### src/rtl/button_conditioner_pkg.sv
// Shared definitions for the push-button conditioner.
// Contents:
//   btn_state_t  - repeat FSM states (IDLE, HOLD, REPEAT)
//   DEB_10MS     - default debounce length in cycles (10 ms at 50 MHz)
//   HOLD_500MS   - default delay from press tick to first repeat (0.5 s)
//   REP_250MS    - default spacing between repeat ticks (0.25 s)
//   CNTW_DEF     - default width of every internal counter
package btn_pkg;

  localparam int DEB_10MS   = 500_000;
  localparam int HOLD_500MS = 25_000_000;
  localparam int REP_250MS  = 12_500_000;
  localparam int CNTW_DEF   = 26;

  typedef enum logic [1:0] {
    IDLE   = 2'd0,
    HOLD   = 2'd1,
    REPEAT = 2'd2
  } btn_state_t;

endpackage

### src/rtl/button_conditioner_if.sv
// Signal bundle between a button conditioner and whatever drives/consumes it.
// Signals:
//   butt_n        raw button, 0 = pressed, asynchronous to the clock
//   en            tick enable; 0 suppresses ticks and parks the FSM
//   pressed       debounced level, 1 = held
//   tick          one-cycle pulse on press and on each auto-repeat
//   release_pulse one-cycle pulse when the debounced level falls
//   repeating     high while auto-repeat is active
// Modports: master drives the button and enable, slave is the conditioner.
interface button_conditioner_if;

  logic butt_n;
  logic en;
  logic pressed;
  logic tick;
  logic release_pulse;
  logic repeating;

  modport master (
    output butt_n,
    output en,
    input  pressed,
    input  tick,
    input  release_pulse,
    input  repeating
  );

  modport slave (
    input  butt_n,
    input  en,
    output pressed,
    output tick,
    output release_pulse,
    output repeating
  );

endinterface

### src/rtl/button_conditioner_debounce.sv
// Two-flop synchroniser plus debounce filter for one active-low button.
// Ports:
//   clk, rst_n  clock and asynchronous active-low reset
//   butt_n      raw button input (0 = pressed), asynchronous to clk
//   level       debounced level, 1 = pressed
//   rise        one-cycle strobe, coincident with the first cycle level is 1
//   fall        one-cycle strobe, coincident with the first cycle level is 0
module btn_debounce
  import btn_pkg::*;
#(
  parameter int DEBOUNCE_CYC = DEB_10MS,
  parameter int CNTW         = CNTW_DEF
) (
  input  logic clk,
  input  logic rst_n,
  input  logic butt_n,
  output logic level,
  output logic rise,
  output logic fall
);

  localparam logic [CNTW-1:0] DEB_LAST = CNTW'(DEBOUNCE_CYC - 1);

  logic            s1_q, s1_d;
  logic            s2_q, s2_d;
  logic            level_q, level_d;
  logic            rise_q, rise_d;
  logic            fall_q, fall_d;
  logic [CNTW-1:0] cnt_q, cnt_d;
  logic            raw_pressed;

  // The counter measures how long the synchronised input has disagreed with
  // the clean level; any agreement restarts it, so only a stable change of
  // DEBOUNCE_CYC cycles flips the level.
  always_comb begin
    s1_d        = butt_n;
    s2_d        = s1_q;
    raw_pressed = ~s2_q;
    level_d     = level_q;
    cnt_d       = '0;
    rise_d      = 1'b0;
    fall_d      = 1'b0;
    if (raw_pressed != level_q) begin
      if (cnt_q == DEB_LAST) begin
        level_d = raw_pressed;
        rise_d  = raw_pressed;
        fall_d  = ~raw_pressed;
      end else begin
        cnt_d = cnt_q + CNTW'(1);
      end
    end
  end

  // Synchroniser flops reset to 1 so a held button after reset is seen as a
  // fresh press once it has been debounced.
  always_ff @(posedge clk or negedge rst_n) begin
    if (!rst_n) begin
      s1_q    <= 1'b1;
      s2_q    <= 1'b1;
      level_q <= 1'b0;
      rise_q  <= 1'b0;
      fall_q  <= 1'b0;
      cnt_q   <= '0;
    end else begin
      s1_q    <= s1_d;
      s2_q    <= s2_d;
      level_q <= level_d;
      rise_q  <= rise_d;
      fall_q  <= fall_d;
      cnt_q   <= cnt_d;
    end
  end

  assign level = level_q;
  assign rise  = rise_q;
  assign fall  = fall_q;

endmodule

### src/rtl/button_conditioner.sv
// Push-button conditioner: debounces one raw button and produces a tick on
// press followed by auto-repeat ticks while the button stays held.
// Ports:
//   clk, rst_n  clock and asynchronous active-low reset
//   bus         button_conditioner_if slave: butt_n/en in;
//               pressed/tick/release_pulse/repeating out
module button_conditioner
  import btn_pkg::*;
#(
  parameter int DEBOUNCE_CYC = DEB_10MS,
  parameter int HOLD_CYC     = HOLD_500MS,
  parameter int REPEAT_CYC   = REP_250MS,
  parameter int CNTW         = CNTW_DEF
) (
  input  logic                 clk,
  input  logic                 rst_n,
  button_conditioner_if.slave  bus
);

  localparam logic [1:0] ST_IDLE   = IDLE;
  localparam logic [1:0] ST_HOLD   = HOLD;
  localparam logic [1:0] ST_REPEAT = REPEAT;

  localparam logic [CNTW-1:0] HOLD_LAST = CNTW'(HOLD_CYC - 1);
  localparam logic [CNTW-1:0] REP_LAST  = CNTW'(REPEAT_CYC - 1);

  logic            level;
  logic            rise;
  logic            fall;
  logic [1:0]      state_q, state_d;
  logic [CNTW-1:0] cnt_q, cnt_d;
  logic            tick_q, tick_d;
  logic            release_q, release_d;

  btn_debounce #(
    .DEBOUNCE_CYC (DEBOUNCE_CYC),
    .CNTW         (CNTW)
  ) u_debounce (
    .clk    (clk),
    .rst_n  (rst_n),
    .butt_n (bus.butt_n),
    .level  (level),
    .rise   (rise),
    .fall   (fall)
  );

  // Release and disable both take priority over every state, so a repeat
  // tick due in the same cycle as a release is dropped and tick can never
  // coincide with release_pulse. release_pulse follows the fall strobe
  // regardless of en.
  always_comb begin
    state_d   = state_q;
    cnt_d     = cnt_q;
    tick_d    = 1'b0;
    release_d = fall;
    if (fall || !bus.en) begin
      state_d = ST_IDLE;
      cnt_d   = '0;
    end else begin
      case (state_q)
        ST_IDLE: begin
          if (rise) begin
            tick_d  = 1'b1;
            state_d = ST_HOLD;
            cnt_d   = '0;
          end
        end
        ST_HOLD: begin
          if (cnt_q == HOLD_LAST) begin
            tick_d  = 1'b1;
            cnt_d   = '0;
            state_d = ST_REPEAT;
          end else begin
            cnt_d = cnt_q + CNTW'(1);
          end
        end
        ST_REPEAT: begin
          if (cnt_q == REP_LAST) begin
            tick_d = 1'b1;
            cnt_d  = '0;
          end else begin
            cnt_d = cnt_q + CNTW'(1);
          end
        end
        default: begin
          state_d = ST_IDLE;
          cnt_d   = '0;
        end
      endcase
    end
  end

  always_ff @(posedge clk or negedge rst_n) begin
    if (!rst_n) begin
      state_q   <= ST_IDLE;
      cnt_q     <= '0;
      tick_q    <= 1'b0;
      release_q <= 1'b0;
    end else begin
      state_q   <= state_d;
      cnt_q     <= cnt_d;
      tick_q    <= tick_d;
      release_q <= release_d;
    end
  end

  assign bus.pressed       = level;
  assign bus.tick          = tick_q;
  assign bus.release_pulse = release_q;
  assign bus.repeating     = (state_q == ST_REPEAT);

endmodule

### src/flat_wrapper.sv
// flat-port wrapper written by rule: the top's interface ports become plain ports
module button_conditioner_flat import btn_pkg::*;
#(
  parameter int DEBOUNCE_CYC = DEB_10MS,
  parameter int HOLD_CYC     = HOLD_500MS,
  parameter int REPEAT_CYC   = REP_250MS,
  parameter int CNTW         = CNTW_DEF
)
  (clk, rst_n, bus_butt_n, bus_en, bus_pressed, bus_tick, bus_release_pulse, bus_repeating);
  button_conditioner_if bus_i ();
  input  logic clk;
  input  logic rst_n;
  input wire logic [$bits(bus_i.butt_n)-1:0] bus_butt_n;
  input wire logic [$bits(bus_i.en)-1:0] bus_en;
  output wire logic [$bits(bus_i.pressed)-1:0] bus_pressed;
  output wire logic [$bits(bus_i.tick)-1:0] bus_tick;
  output wire logic [$bits(bus_i.release_pulse)-1:0] bus_release_pulse;
  output wire logic [$bits(bus_i.repeating)-1:0] bus_repeating;
  assign bus_i.butt_n = bus_butt_n;
  assign bus_i.en = bus_en;
  assign bus_pressed = bus_i.pressed;
  assign bus_tick = bus_i.tick;
  assign bus_release_pulse = bus_i.release_pulse;
  assign bus_repeating = bus_i.repeating;
  button_conditioner #(.DEBOUNCE_CYC(DEBOUNCE_CYC), .HOLD_CYC(HOLD_CYC), .REPEAT_CYC(REPEAT_CYC), .CNTW(CNTW)) u_core (.clk(clk), .rst_n(rst_n), .bus(bus_i));
endmodule
### config.mk
export PLATFORM = sky130hd
export DESIGN_NAME = button_conditioner_flat
export DESIGN_NICKNAME = d
export VERILOG_FILES = /design/src/rtl/button_conditioner_pkg.sv /design/src/rtl/button_conditioner_if.sv /design/src/rtl/button_conditioner_debounce.sv /design/src/rtl/button_conditioner.sv /design/src/flat_wrapper.sv
export SDC_FILE = /design/constraint.sdc
export NUM_CORES = 1
export LEC_CHECK = 0
export BUFFER_PORTS_ARGS = -buffer_cell sky130_fd_sc_hd__buf_2
export CORE_MARGIN = 8
export CORE_UTILIZATION = 60
export CTS_BUF_LIST = sky130_fd_sc_hd__clkbuf_8
export DETAILED_ROUTE_END_ITERATION = 8
export GPL_TIMING_DRIVEN = 0
export PLACE_DENSITY = 0.77
export SLEW_MARGIN = 5
export SYNTH_ARGS = -nofsm -noshare
export SYNTH_HDL_FRONTEND = slang
export SYNTH_SLANG_ARGS = --single-unit
### constraint.sdc
create_clock -name clk -period 2.2 [get_ports clk]
set_input_delay 0.44 -clock clk [delete_from_list [all_inputs] [get_ports clk]]
set_output_delay 0.44 -clock clk [all_outputs]
set_load 0.05 [all_outputs]
* Word-level counts from Yosys, hierarchy flattened *
Cells that the tools add are included.

word-level totals
  flip-flop bits (word level) = 61
  output and inout bits = 4

cells by class
  add/subtract/negate cells = 2
  equal/unequal tests = 9
  muxes and demuxes = 20
  bitwise logic cells = 1
  reductions and logical operators = 5

operators by type and width
  kind                                                                count
  26-bit 2-to-1 mux                                                   6
  26-bit case mux with 3 select lines                                 1
  26-bit by 1-bit adder with 26-bit output (second input constant)    2
  26-bit by 19-bit == test with 1-bit output (second input constant)  1
  26-bit by 24-bit == test with 1-bit output (second input constant)  1
  26-bit by 25-bit == test with 1-bit output (second input constant)  1
  1-bit 2-to-1 mux                                                    8
  2-bit 2-to-1 mux                                                    3
  2-bit case mux with 3 select lines                                  1
  3-bit by 1-bit != test with 1-bit output (second input constant)    1
  3-bit by 2-bit != test with 1-bit output (second input constant)    1
  1-bit case mux with 3 select lines                                  1
  3-bit AND reduction                                                 1
  2-bit by 1-bit == test with 1-bit output (second input constant)    1
  2-bit == test (second input constant)                               1
  2-bit logical NOT                                                   1
  2-bit by 1-bit != test with 1-bit output (second input constant)    1
  2-bit AND reduction                                                 1
  1-bit logical NOT                                                   1
  1-bit logical OR                                                    1
  1-bit != test                                                       1
  1-bit inverter                                                      1

* Depth between registers and ports, before layout *
Gate-level depths: netlist (run 1).

  word-level depth = 4
  mapped depth = 9
  mapped depth without buffers = 8

* By module *
A second synthesis (run 1) with hierarchy kept.

unflattened totals
  cells, all modules = 339
  area total of the unflattened synthesis = 3319.4 sq um

by module, submodules not included
  module              instances  cells each  area an instance (sq um)  seq. area each (sq um)
  button_conditioner  1          181         1773.0                    750.7
  btn_debounce        1          158         1546.5                    778.2

* Worst setup path before layout (run 1) *
OpenSTA, ideal clock, no wires.

  path kind = register to register
  from = reg u_core.cnt_q[8]
  to = reg u_core.cnt_q[0]
  setup time = 0.125 ns
  data arrival time = 1.907 ns
  required time = 2.075 ns
  path slack = 0.168 ns
  cell stages (with the launch flop) = 7
  clock period less this slack = 2.032 ns
  cell sequence = dfrtp_1 > or4_1 > nor3_2 > nand3_2 > a41oi_2 > nor2_1 > mux2_2

between the ends
  word-level cells in the longest chain between the ends = 4
  elaborated cells on any way between the ends = 6
  those cells by class = 2 x eq/ne; 4 x mux

RTL lines
  item                                                                                                             RTL line                                            source
  start: declaration                                                                                               button_conditioner.sv:31                            logic [CNTW-1:0] cnt_q, cnt_d;
  start signal: assignment                                                                                         button_conditioner.sv:101                           cnt_q <= cnt_d;
  26-bit by 24-bit == test with 1-bit output / 26-bit by 25-bit == test with 1-bit output (equally long branches)  button_conditioner.sv:78, button_conditioner.sv:69
  26-bit 2-to-1 mux, on equally long branches                                                                      button_conditioner.sv:78, button_conditioner.sv:69
  26-bit case mux with 3 select lines *                                                                            button_conditioner.sv:60                            case (state_q)
  26-bit 2-to-1 mux *                                                                                              button_conditioner.sv:56                            if (fall || !bus.en) begin

Every way passes the cells marked *; elsewhere a longest branch is shown, timed or not.
A chain may end at the register's enable or synchronous reset.

* Final worst setup path (run 1) *
  from = reg u_core.cnt_q[7]
  to = reg u_core.cnt_q[7]

between the ends
  word-level cells in the longest chain between the ends = 4
  elaborated cells on any way between the ends = 7
  those cells by class = 1 x add/sub; 2 x eq/ne; 4 x mux

RTL lines
  item                                                              RTL line
  26-bit by 1-bit adder with 26-bit output (tied with other cells)  button_conditioner.sv:74, button_conditioner.sv:82
  26-bit 2-to-1 mux, on equally long branches                       button_conditioner.sv:78, button_conditioner.sv:69
  26-bit case mux with 3 select lines *                             button_conditioner.sv:60
  26-bit 2-to-1 mux *                                               button_conditioner.sv:56

Marks and branches as above.

==> results.yml, run 1 <==
outcome:
  status: "completed"
route:
  avgViaCountPerCell: 5.54
  route.detailed.drc: 0
  vias: 2344
  wirelength_um: 6130
  dr.pass1.iters: 4
  initialDrtViolationCount: 125
  ant_nets: 0
  post_drt_wl_per_cell_um: 14.5
synthesis:
  synthTopCellsByCount: "nor2_1 (65), dfrtp_1 (59), xor2_1 (26), nand2_1 (21), nand3_1 (21)"
  synthCells: 319
  ys.flop_type: "dfrtp_1"
  yosys.cell_count.top_type: "nor2_1"
  synth_area_leaders: "dfrtp_1 (48%), nor2_1 (7.9%), xor2_1 (7.4%)"
  synth_cell_type_count: 42
  yosysTopAreaCellShare_pct: 47.7
  async_reset_ff_share_pct: 100
  synth_edf_count: 0
  syn_area_per_cell_sq_um: 9.70
  yosysTopAreaCell: "dfrtp_1"
  synth_nets: 330
  synth_area_sq_um: 3090
  yosysSeqAreaShare_pct: 49.4
  ys_seq_elements: 61
  yosysWarningCount: 0
clock_tree:
  h-tree-depth: 3
  cts_tree: "yes"
  postCtsHoldBufs: 0
  cts_buffers: 9
  cts_buffer_depth: 2
  root_buffer: "clkbuf_8"
  clk_latency_ns: 0.34
  cts_sinks: 61
  cts.clk_slew.worst_paths_ns: 0.07
layout:
  diodes: 0
  drive_gt1_share_pct: 17.6
  area_growth_pct: 17.0
  finish.utilization_pct: 71.8
  nFillCells: 370
  regArea_sq_um: 1530
  multi_input_area_sq_um: 1560
  final_net_count: 359
worst_setup_path:
  cp-start-kind: "flip-flop"
  critical_path_class: "reg -> reg"
  rr_worst_depth: 7
  crit_fanout: 10
  worstPathCellList: "or4_4 -> and4bb_1 -> a31oi_4 -> a41oi_4 -> and2_4 -> buf_6 -> nor2_1"
  cp-startpoint: "u_core.cnt_q[7]"
  crit_arrival_ns: 2.38
  crit_buf_inv: 1
  worst-r2r-setup-slack_ns: 0.05
  critPathMaxStageDelay_ns: 0.53
  crit_family: "simple AND/OR/NAND/NOR gates"
  required_ns: 2.42
  end_kind: "flip-flop"
  r2r-start: "u_core.cnt_q[7]"
  regToRegEndpoint: "u_core.cnt_q[7]"
  cp_slowest_cell: "or4_4"
global_route:
  grt_first_pass_wirelength_um: 10400
  grt_max_degree: 62
  first_global_vias: 2304
  grt-ovfl-total: 0
  grt_usage_pct: 17.2
  antenna_found_initial: 0
timing:
  fin_crit_sh_pct: 97.9
  fin_crit_ns: 2.15
  tightest_slew_ns: 0.752
  skew_ns: 0.00491
  setup-violations-final: 0
  hold_viol: 0
  finalMaxSlewViolations: 0
  setup_slack_ns: 0.0452
  fmax_ghz: 0.464
  slew-limit-headroom_pct: 49.8
die:
  die_x_um: 87.8
  chipHeight_um: 87.8
  die_area_sq_um: 7710
  num_rows: 26
  coreArea_sq_um: 5040
  initial_utilization_pct: 61.4
  ios: 8
placed_design:
  gp_congestion: 0.808
  dp_slack_ns: -0.191
  io_buffers: 7
  dp_hpwl_um: 3940
min_path:
  hold_class: "in -> async"
power_and_ir_drop:
  leakagePower_nw: 1.56
  p_per_area_nw_per_um2: 640
  ir_drop_v: 0.000434
  fin_total_pwr_mw: 2.32
run:
  maxCapViolCount: 0
==> metal layers <==
layer	vias up	track usage (%)	wire, um
met2	36	29.0	3090
met4	0	9.53	164
li1	1158	-	-
met5	-	0	0
met3	16	3.28	168
met1	1134	20.2	2710
==> per-stage QoR <==
stage                     std cells  setup TNS [ns]  instance area (sq um)  hold slack [ns]
after global routing            423         -0.0388                   3620            0.181
after CTS                       414               0                   3490            0.186
after detailed placement        396           -5.21                   3220            0.349
after global placement          396           -3.28                   3220            0.345
after floorplan                 319               0                   3090            0.144
final                           423               0                   3620            0.163
==> worst max-delay path by stage <==
stage / end / depth (start not counted)
floorplan: u_core.cnt_q[0] / 6
global placement: u_core.u_debounce.cnt_q[24] / 9
global route: u_core.cnt_q[25] / 8
finish: u_core.cnt_q[7] / 7
detailed placement: u_core.u_debounce.cnt_q[17] / 9
CTS: u_core.cnt_q[7] / 7
==> cells in the final DEF, fill, tap and decap left out, drive strengths merged, types with 11 or more instances in the layout <==
cell,netlist,final
nor2,65,65
nand2,21,21
nor3,11,11
xnor2,19,19
inv,10,11
nand3,22,22
nand4,16,16
buf,3,23
dfrtp,59,59
xor2,26,26
clkbuf,4,11
==> cell type report <==
cell class,instances,share of cell area [%]
Clock inverter,7,2.73
Buffer,6,1.38
Multi-Input combinational cell,241,43.2
Timing Repair Buffer,19,3.53
Clock buffer,9,3.42
Tap cell,70,2.42
Inverter,10,1.04
Sequential cell,61,42.3
==> logic make-up after synthesis <==
group / after synthesis / synth area share (%)
muxes: 1 / 0.364
buffers and inverters: 17 / 2.59
xor gates and xnor gates: 45 / 12.7
AOI/OAI and AO/OA: 19 / 4.25
and+or+nand+nor: 169 / 27.8
adders and majority gates: 7 / 2.83
DFF: 61 / 49.4
==> sequential cells by signal (all words and copies together), names as in the netlist <==
register                  count
u_core.bus.release_pulse      1
u_core.cnt_q                 26
u_core.u_debounce.fall        1
u_core.bus.tick               1
u_core.state_q                2
u_core.u_debounce.rise        1
u_core.u_debounce.s2_q        1
u_core.u_debounce.cnt_q      26
u_core.u_debounce.s1_q        1
u_core.u_debounce.level       1
==> repair_timing <==
action | CTS | global route
buffers inserted | 2 | 10
endpoints found under the setup margin | 43 | 46
gates resized for setup | 7 | 16
pin swaps | 3 | 9
==> power breakdown <==
part           internal [mW]  switching [mW]
clock                  0.643           0.472
sequential              1.13         0.00599
combinational         0.0194          0.0491
total                   1.79           0.527
(Power assumes the default switching activity.)
==> run 2: changes to the inputs <==
--- a/config.mk
+++ b/config.mk
@@ -5,6 +5,7 @@
 export SDC_FILE = /design/constraint.sdc
 export NUM_CORES = 1
 export LEC_CHECK = 0
+export ABC_AREA = 1
 export BUFFER_PORTS_ARGS = -buffer_cell sky130_fd_sc_hd__buf_2
 export CORE_MARGIN = 8
 export CORE_UTILIZATION = 60
==> results.yml, run 2 <==
route:
  dr.pass1.iters: 4
  avgViaCountPerCell: 5.37
  ant_nets: 0
  post_drt_wl_per_cell_um: 13.6
  route.detailed.drc: 0
  vias: 3471
  wirelength_um: 8810
  initialDrtViolationCount: 166
synthesis:
  synthMuxAreaShare_pct: 0
  synth_compound_gate_area_share_pct: 7.90
  yosysSeqAreaShare_pct: 39.7
  ys_seq_elements: 61
  ys.flop_type: "dfrtp_1"
  synth-simple-area-share_pct: 38.3
  yosysTopAreaCellShare_pct: 38.4
  yosys.cell_count.top_type: "nand2_1"
  syn_area_per_cell_sq_um: 7.05
  synth_area_leaders: "dfrtp_1 (38%), nand2_1 (14%), nor2_1 (9.7%)"
  synth_edf_count: 0
  synthCells: 546
  yosys.area_share.xor_xnor_pct: 4.10
  synth_cell_type_count: 37
  yosysTopAreaCell: "dfrtp_1"
  synthTopCellsByCount: "nand2_1 (147), nor2_1 (99), inv_1 (65), dfrtp_1 (59), nand3_1 (30)"
  async_reset_ff_share_pct: 100
  synth_area_sq_um: 3850
  yosysWarningCount: 0
  synth_top_family_by_area: "simple AND/OR/NAND/NOR gates"
  synth_nets: 557
  synthAdderAreaFrac_pct: 2.28
clock_tree:
  clk_latency_ns: 0.35
  cts_resized: 0
  cts_buffers: 9
  h-tree-depth: 3
  postCtsSetupRepairBufs: 0
  cts_sinks: 61
  cts_buffer_depth: 2
  cts_tree: "yes"
  cts.clk_slew.worst_paths_ns: 0.08
  root_buffer: "clkbuf_8"
  postCtsHoldBufs: 0
power_and_ir_drop:
  p_per_area_nw_per_um2: 535
  switching_share_pct: 25.3
  p_seq_share_pct: 50.8
  leakagePower_nw: 1.76
  pwr-share-comb_pct: 3.3
  internal_power_mw: 1.67
  p_clk_share_pct: 45.9
  ir_drop_v: 0.000420
  p_sw_mw: 0.565
worst_setup_path:
  worstPathCellList: "ha_1 -> nand2_1 -> nor2_2 -> nand3_1 -> nor2_1 -> nor2_2 -> inv_1 -> nor3_1"
  crit_top_cell: "nor2_2"
  end_kind: "flip-flop"
  worst-r2r-setup-slack_ns: 0.30
  crit_arrival_ns: 2.16
  required_ns: 2.46
  crit_buf_inv: 1
  cp-start-kind: "flip-flop"
  crit_fanout: 9
  critical_path_class: "reg -> reg"
  critPathMaxStageDelay_ns: 0.43
  cp_slowest_cell: "dfrtp_1"
  crit_family: "simple AND/OR/NAND/NOR gates"
global_route:
  grt_first_pass_wirelength_um: 14900
  first_global_vias: 3364
  grt-ovfl-total: 0
  met2_usage_pct: 36.4
  gr-usage-met3_pct: 4.21
  antenna_found_initial: 0
  met1_usage_pct: 23.0
  grt_usage_pct: 21.0
  busiest_layer: "met2"
  grt_max_degree: 62
placed_design:
  gp_congestion: 0.909
  dp.cells: 630
  dp_hpwl_um: 6480
  io_buffers: 7
timing:
  hold_viol: 0
  skew_ns: 0.00690
  rsz0062_at_grt: "false"
  fin_crit_ns: 1.90
  fin_crit_sh_pct: 86.4
  fmax_ghz: 0.526
  tightest_slew_ns: 0.766
  setup-violations-final: 0
  slew-limit-headroom_pct: 48.9
  fin_tns_setup_ns: 0
  finalMaxSlewViolations: 0
die:
  ios: 8
  num_rows: 29
  chipHeight_um: 96.1
  coreArea_sq_um: 6280
  die_x_um: 96.1
  die_area_sq_um: 9230
  initial_utilization_pct: 61.3
layout:
  area_growth_pct: 8.62
  drive_gt1_share_pct: 11.6
  finalNonFillerCells: 646
  reg_top3: "u_core.cnt_q: 26 flops, u_core.u_debounce.cnt_q: 26 flops, u_core.state_q: 2 flops"
  layout_commonest_cell: "nand2_1"
  diodes: 0
  layout_common_cells: "nand2_1 (147), nor2_1 (99), inv_1 (65), dfrtp_1 (59), nand3_1 (30)"
  final_net_count: 575
outcome:
  status: "completed"
min_path:
  hold_class: "in -> async"
run:
  maxCapViolCount: 0
==> run 2: cell types whose count changed after synthesis, moves of 9 or more <==
| cell | delta |
|---|---|
| nor3_1 | +9 |
| xnor2_1 | -16 |
| nand2_1 | +126 |
| nor2_1 | +34 |
| o21ai_0 | +17 |
| nand3_1 | +9 |
| a21oi_2 | +10 |
| xor2_1 | -11 |
| nor2_2 | +9 |
| inv_1 | +55 |
==> run 2: area by class of cell <==
cell class,instances,area [sq um]
tap,77,96.3
fill,537,2100
sequential,61,1530
multi-input combinational,412,2020
buffer,6,46.3
clock inverter,7,73.8
inverter,67,251
clock buffer,9,124
timing repair buffer,7,37.5
==> run 2: power groups by stage <==
| stage | Combinational [mW] | Clock [mW] | Sequential [mW] |
|---|---|---|---|
| after floorplan | 0.0381 | 0 | 1.16 |
| after global placement | 0.0737 | 0 | 1.16 |
| final | 0.0733 | 1.03 | 1.14 |
| after CTS | 0.0752 | 1.04 | 1.14 |
| after global routing | 0.0859 | 1.09 | 1.14 |
| after detailed placement | 0.0751 | 0 | 1.16 |
==> run 2: layer usage <==
layer	part of all wire (%)	wire, um
met3	3.6	320
met5	0	0
met4	4.2	367
met1	42	3670
met2	50	4450
==> run 2: final timing paths <==
| kind | from | to | depth (start not counted) |
|---|---|---|---|
| max reg2reg | u_core.u_debounce.cnt_q[0] | u_core.u_debounce.cnt_q[12] | 8 |
| min | rst_n | u_core.cnt_q[20] | 1 |
| min reg2reg | u_core.u_debounce.s1_q | u_core.u_debounce.s2_q | 0 |
| max | u_core.u_debounce.cnt_q[0] | u_core.u_debounce.cnt_q[12] | 8 |
| min in group clk | bus_butt_n | u_core.u_debounce.s1_q | 1 |
| max in group asynchronous | rst_n | u_core.cnt_q[16] | 1 |
==> run 2: cells by family after synthesis <==
family	count (synthesis)
buffers and inverters	73
AOI/OAI and AO/OA	51
adders and majority gates	7
DFF	61
xor gates and xnor gates	18
and+or+nand+nor	336
==> run 2: metrics by stage <==
| step | hold slack [ns] | total power [mW] | instance area, sq um | utilization (%) | setup slack [ns] |
|---|---|---|---|---|---|
| final | 0.146 | 2.24 | 4180 | 66.6 | 0.299 |
| after global routing | 0.171 | 2.31 | 4180 | 66.6 | 0.115 |
| after CTS | 0.171 | 2.25 | 4180 | 66.6 | 0.277 |
| after detailed placement | 0.347 | 1.23 | 3980 | 63.4 | 0.295 |
| after global placement | 0.345 | 1.23 | 3980 | 63.4 | 0.347 |
| after floorplan | 0.144 | 1.19 | 3850 | - | 0.538 |
